`src/rtl/keypad_event_queue.sv`:
```
// rtl/keypad_event_queue.sv - keypad press/release event tracker feeding a popped event FIFO
// Optional auto-repeat of held keys is compiled in with KEYPAD_AUTOREPEAT_EN.
module keypad_event_queue #(
    parameter int          DEPTH_LOG2    = 4,
    parameter logic [23:0] REPEAT_DELAY  = 24'd5_000_000,
    parameter logic [23:0] REPEAT_PERIOD = 24'd1_000_000
) (
    input  logic                  clk,
    input  logic                  rstn,
    input  logic [5:0]            keyCode,
    input  logic                  keyReady,
    output logic [7:0]            evData,
    output logic                  evValid,
    input  logic                  evPop,
    output logic [DEPTH_LOG2:0]   count,
    output logic                  overflow,
    input  logic                  ovfClear
);

    localparam int DEPTH = 1 << DEPTH_LOG2;

    typedef enum logic [1:0] {
        IDLE   = 2'd0,
        HELD   = 2'd1,
        SWITCH = 2'd2
    } state_t;

    state_t                state;
    logic                  kr_q;
    logic [5:0]            kc_q;
    logic [5:0]            held;
    logic [5:0]            pending;
    logic                  kc_valid;
    logic                  push;
    logic [7:0]            push_data;
    logic                  rep_fire;

    logic [DEPTH_LOG2:0]   wr_ptr;
    logic [DEPTH_LOG2:0]   rd_ptr;
    logic [DEPTH_LOG2:0]   wr_next;
    logic [DEPTH_LOG2:0]   rd_next;
    logic [7:0]            mem [DEPTH];
    logic                  empty;
    logic                  full;
    logic                  do_pop;
    logic                  accept;

    assign kc_valid = (kc_q[2:0] != 3'd7) && (kc_q[5:3] != 3'd7);

`ifdef KEYPAD_AUTOREPEAT_EN
    logic [23:0] hold_cnt;
    logic [23:0] hold_target;
    logic        enter_held;

    assign enter_held = ((state == IDLE) && kr_q && kc_valid) || (state == SWITCH);
    assign rep_fire   = (state == HELD) && kr_q && (kc_q == held) &&
                        (hold_cnt == hold_target - 24'd1);

    // Counter restarts on every entry to HELD; after the first repeat the period takes over.
    always_ff @(posedge clk) begin
        if (!rstn) begin
            hold_cnt    <= 24'd0;
            hold_target <= REPEAT_DELAY;
        end else if (enter_held) begin
            hold_cnt    <= 24'd0;
            hold_target <= REPEAT_DELAY;
        end else if (rep_fire) begin
            hold_cnt    <= 24'd0;
            hold_target <= REPEAT_PERIOD;
        end else if (state == HELD) begin
            hold_cnt    <= hold_cnt + 24'd1;
        end
    end
`else
    assign rep_fire = 1'b0;
    wire unused_repeat_cfg = ^{REPEAT_DELAY, REPEAT_PERIOD};
`endif

    always_comb begin
        push      = 1'b0;
        push_data = 8'h00;
        case (state)
            IDLE: begin
                if (kr_q && kc_valid) begin
                    push      = 1'b1;
                    push_data = {2'b10, kc_q};
                end
            end
            HELD: begin
                if (!kr_q || (kc_q != held)) begin
                    push      = 1'b1;
                    push_data = {2'b00, held};
                end else if (rep_fire) begin
                    push      = 1'b1;
                    push_data = {2'b11, held};
                end
            end
            SWITCH: begin
                push      = 1'b1;
                push_data = {2'b10, pending};
            end
            default: ;
        endcase
    end

    // SWITCH always returns to HELD; a dropped keyReady then yields the release one cycle later.
    always_ff @(posedge clk) begin
        if (!rstn) begin
            state   <= IDLE;
            held    <= 6'h3F;
            pending <= 6'h3F;
            kr_q    <= 1'b0;
            kc_q    <= 6'h3F;
        end else begin
            kr_q <= keyReady;
            kc_q <= keyCode;
            case (state)
                IDLE: begin
                    if (kr_q && kc_valid) begin
                        held  <= kc_q;
                        state <= HELD;
                    end
                end
                HELD: begin
                    if (!kr_q) begin
                        state <= IDLE;
                    end else if (kc_q != held) begin
                        pending <= kc_q;
                        state   <= SWITCH;
                    end
                end
                SWITCH: begin
                    held  <= pending;
                    state <= HELD;
                end
                default: state <= IDLE;
            endcase
        end
    end

    assign empty   = (wr_ptr == rd_ptr);
    assign full    = (wr_ptr[DEPTH_LOG2-1:0] == rd_ptr[DEPTH_LOG2-1:0]) &&
                     (wr_ptr[DEPTH_LOG2] != rd_ptr[DEPTH_LOG2]);
    assign do_pop  = evPop && !empty;
    assign accept  = push && (!full || do_pop);
    assign rd_next = rd_ptr + (DEPTH_LOG2+1)'(do_pop);
    assign wr_next = wr_ptr + (DEPTH_LOG2+1)'(accept);
    assign count   = wr_ptr - rd_ptr;
    assign evValid = !empty;

    always_ff @(posedge clk) begin
        if (accept) begin
            mem[wr_ptr[DEPTH_LOG2-1:0]] <= push_data;
        end
    end

    // Head register bypasses the array when the incoming event becomes the new head.
    always_ff @(posedge clk) begin
        if (!rstn) begin
            wr_ptr   <= '0;
            rd_ptr   <= '0;
            evData   <= 8'h00;
            overflow <= 1'b0;
        end else begin
            wr_ptr <= wr_next;
            rd_ptr <= rd_next;
            if (accept && (rd_next == wr_ptr)) begin
                evData <= push_data;
            end else begin
                evData <= mem[rd_next[DEPTH_LOG2-1:0]];
            end
            if (push && !accept) begin
                overflow <= 1'b1;
            end else if (ovfClear) begin
                overflow <= 1'b0;
            end
        end
    end

endmodule

```
`config.mk`:
```
export PLATFORM = sky130hd
export DESIGN_NAME = keypad_event_queue
export DESIGN_NICKNAME = d
export VERILOG_FILES = /design/src/rtl/keypad_event_queue.sv
export SDC_FILE = /design/constraint.sdc
export NUM_CORES = 1
export LEC_CHECK = 0
export CAP_MARGIN = 10
export CORE_MARGIN = 8
export CORE_UTILIZATION = 37
export CTS_BUF_LIST = sky130_fd_sc_hd__clkbuf_4 sky130_fd_sc_hd__clkbuf_8
export CTS_CLUSTER_DIAMETER = 50
export DETAILED_ROUTE_END_ITERATION = 7
export PLACE_DENSITY = 0.59
export SYNTH_ARGS = -nofsm -noshare
export SYNTH_HDL_FRONTEND = slang
export SYNTH_SLANG_ARGS = --single-unit
```
`constraint.sdc`:
```
create_clock -name clk -period 4.6 [get_ports clk]
set_input_delay 0.92 -clock clk [delete_from_list [all_inputs] [get_ports clk]]
set_output_delay 0.92 -clock clk [all_outputs]
set_load 0.01 [all_outputs]
```
==> summary.md <==
| Metric | Value |
|---|---|
| Status | finished, final reports clean |
| Clk Latency, worst-skew pair | 0.44 ns |
| Synthesis-to-layout area growth | 15.57% |
| Worst-path clk slew | 0.08 ns |
| Fin util | 0.4337 |
| Slew at the pin closest to its max-slew limit | 0.9203 ns |
| Die width | 145.2 um |
| I/O pins | 26 |
| Pint | 0.002295 W |
| Final Hold Vio Count | 0 |
| Initial core utilization | 0.3752 |
| Yosys top cell area share | 0.5443 |
| DRT antenna net count | 0 |
| P_sw | 0.0006834 W |
| Critical path class | reg -> reg |
| Syn Inst Count | 368 |
| Initial antenna violation count | 0 |
| Simple-Gate Fraction of Synth Area | 0.06359 |
| Xor/xnor cell area share of the yosys netlist | 0.03179 |
| Post-CTS Setup Bufs | 0 |
| Adder-cell share of the synthesized area | 0.01944 |
| Row count | 47 |
| Yosys top cell by area | edfxtp_1 |
| Core ar. | 16,470 um2 |
| Wire per inst | 18.55 um |
| Sw frac | 0.2295 |
| Worst Path Required | 4.90 ns |
| Async set or reset register ratio after synthesis | 0 |
| Cell area after synthesis | 6178 um2 |
| Final non-filler cell total | 638 |
| Part of the power in registers | 0.504 |
| TNS Setup | 0 ns |
| Register area share after synthesis | 0.6707 |
| Die area | 21,090 um2 |
| Initial drt markers | 243 |
| Tmin final | 3.751 ns |
| First-pass GRT wire length | 19,180 um |
| Via count | 3,152 |
| CTS root buf | clkbuf_8 |
| DP Area | 6716 um2 |
| Ant diodes | 0 |
| Max Buffers Root-to-Sink | 2 |
| Synth area leaders | edfxtp_1, dfxtp_1, mux4_2 |
| Clock skew | 0.01253 ns |
| Power Density | 417.1 nW/um2 |
| Dpl hpwl | 8268 um |
| Worst setup SP type | register |
| Drt total wl | 11,840 um |
| Post-synth EDFFs | 112 |
| Final net count | 425 |
| CTS tree | done |
| Avg Cell Area, Syn | 16.79 um2 |
| CP arrival | 4.05 ns |
| Max-slew headroom | 0.3842 |
| Max Cap Viol | 0 |
| Yosys cell types | 40 |
| Gpl congestion | 0.7957 |
| Clock power frac | 0.355 |
| Largest net degree at the start of global routing | 22 |
| Fmax | 266.6 MHz |
| CP endpoint kind | register |
| Final setup viols | 0 |
| Top cells by count, synth | edfxtp_1, dfxtp_1, mux4_2, nor2_1, xnor2_1 |
| Cell with the most instances after synthesis | edfxtp_1 |
| Dpl ws | 0.6899 ns |
| Synth Flop Type | edfxtp_1 |
| Final worst slack | 0.8495 ns |
| Number of H-tree levels | 4 |
| Max-slew violations | 0 |
| Vias in the first global route | 3,447 |
| Final period util | 0.8153 |
| Finished Cell Area | 7141 um2 |
| Mapped Nets | 388 |
| Main combinational cell family by area after synthesis | multiplexers |
| Flops & latches, synth | 151 |
| Layout cells sized above 1 | 0.1914 |
| Vias/cell | 4.940 |
| PortBufs | 24 |
| Placed Cells | 606 |
| Hold buffer count at cts | 0 |
| Die height | 145.2 um |
| Mux cell area share after synthesis | 0.1517 |
| Worst Hold Class | reg -> reg |
| Leakage | 2.439 nW |
| Unrepaired setup endpoints after global routing | no |
| Tot GR Track Use | 0.1186 |
| CTS Sinks | 151 |
| VDD IR-drop max | 0.1830 mV |
| Ys Warns | 0 |
| Overflow after GRT | 0 |
| PostCTS Resize Cnt | 0 |
| Post-route DRC | 0 |
| Critical path fanouts, max | 15 |
| CTS buffer count | 17 |
| Comb power frac | 0.141 |
| Synth Area in Compound Gates | 0.04577 |
| DRT Pass-1 Iters | 5 |
==> area by class of cell <==
type                       count  area (um2)
inverter                      11       41.29
timing repair buffer          33       320.3
multi-input combinational    191        1936
sequential                   151        4144
clock inverter                11       147.6
clock buffer                  21       276.5
tap                          220       275.3
fill                        1487        9325
==> power groups by stage <==
stage	sequential, W	combinational, W	clock, W
after floorplan	0.00153	0.000283	0
after CTS	0.00150	0.000429	0.00108
final	0.00150	0.000419	0.00106
after detailed placement	0.00153	0.000427	0
after global placement	0.00153	0.000423	0
after global routing	0.00151	0.000455	0.00114
==> metrics by stage <==
stage	total power (W)	hold WS [ns]
after CTS	0.003015	0.4796
after detailed placement	0.001961	0.4588
after floorplan	0.001815	0.4426
after global routing	0.003103	0.4985
after global placement	0.001956	0.4585
final	0.002978	0.4763
==> layer usage <==
| metal | share of wire | global-route usage | vias up |
|---|---|---|---|
| met5 | 0 | 0 | - |
| met4 | 0.011 | 0.03748 | 0 |
| met3 | 0.039 | 0.03607 | 10 |
| met2 | 0.49 | 0.1932 | 64 |
| met1 | 0.46 | 0.1486 | 1591 |
| li1 | - | - | 1487 |
==> cell usage in the layout, fill, tap and decap left out, types with 10 or more instances in the layout <==
cell type,netlist,layout
clkbuf_8,0,19
clkdlybuf4s50_1,0,24
dfxtp_1,39,39
edfxtp_1,112,112
inv_1,10,10
mux2i_1,13,13
mux4_2,30,30
nand2_1,12,12
nor2_1,28,28
xnor2_1,14,14
==> sequential cells by signal (all words and copies together), names as in the netlist <==
register / cells
held: 6
state: 2
overflow: 1
kc_q: 6
kr_q: 1
evData: 7
pending: 6
rd_ptr: 5
wr_ptr: 5
mem: 112
==> worst max-delay path: stages (launching register included) <==
cell	delay, ns
dfxtp_1	0.53
inv_1	0.11
ha_1	0.32
nand4_1	0.10
nand2b_1	0.17
and2_1	0.19
ha_2	0.65
buf_4	0.30
mux4_2	0.53
mux4_1	0.51
mux2i_1	0.14
nor2_1	0.06
==> worst paths after layout <==
kind                            slack (ns)  cells past startpoint          to       start
worst max-delay path                  0.85                     11   evData[3]   wr_ptr[0]
worst max register to register        0.85                     11   evData[3]   wr_ptr[0]
worst min-delay path                  0.48                      2  pending[1]  pending[1]
worst min register to register        0.48                      2  pending[1]  pending[1]
==> cells by family (layout without fill, tap and decap cells) <==
kind of cell,after synthesis,after routing
flip-flops,151,151
AND/OR/NAND/NOR,80,80
multiplexers,48,48
AO/OA/AOI/OAI,33,33
buffers and inverters,26,76
XOR/XNOR,20,20
adder cells (fa/ha/maj),9,9
other,1,1
Note: power is estimated with default switching activity, not from simulation.
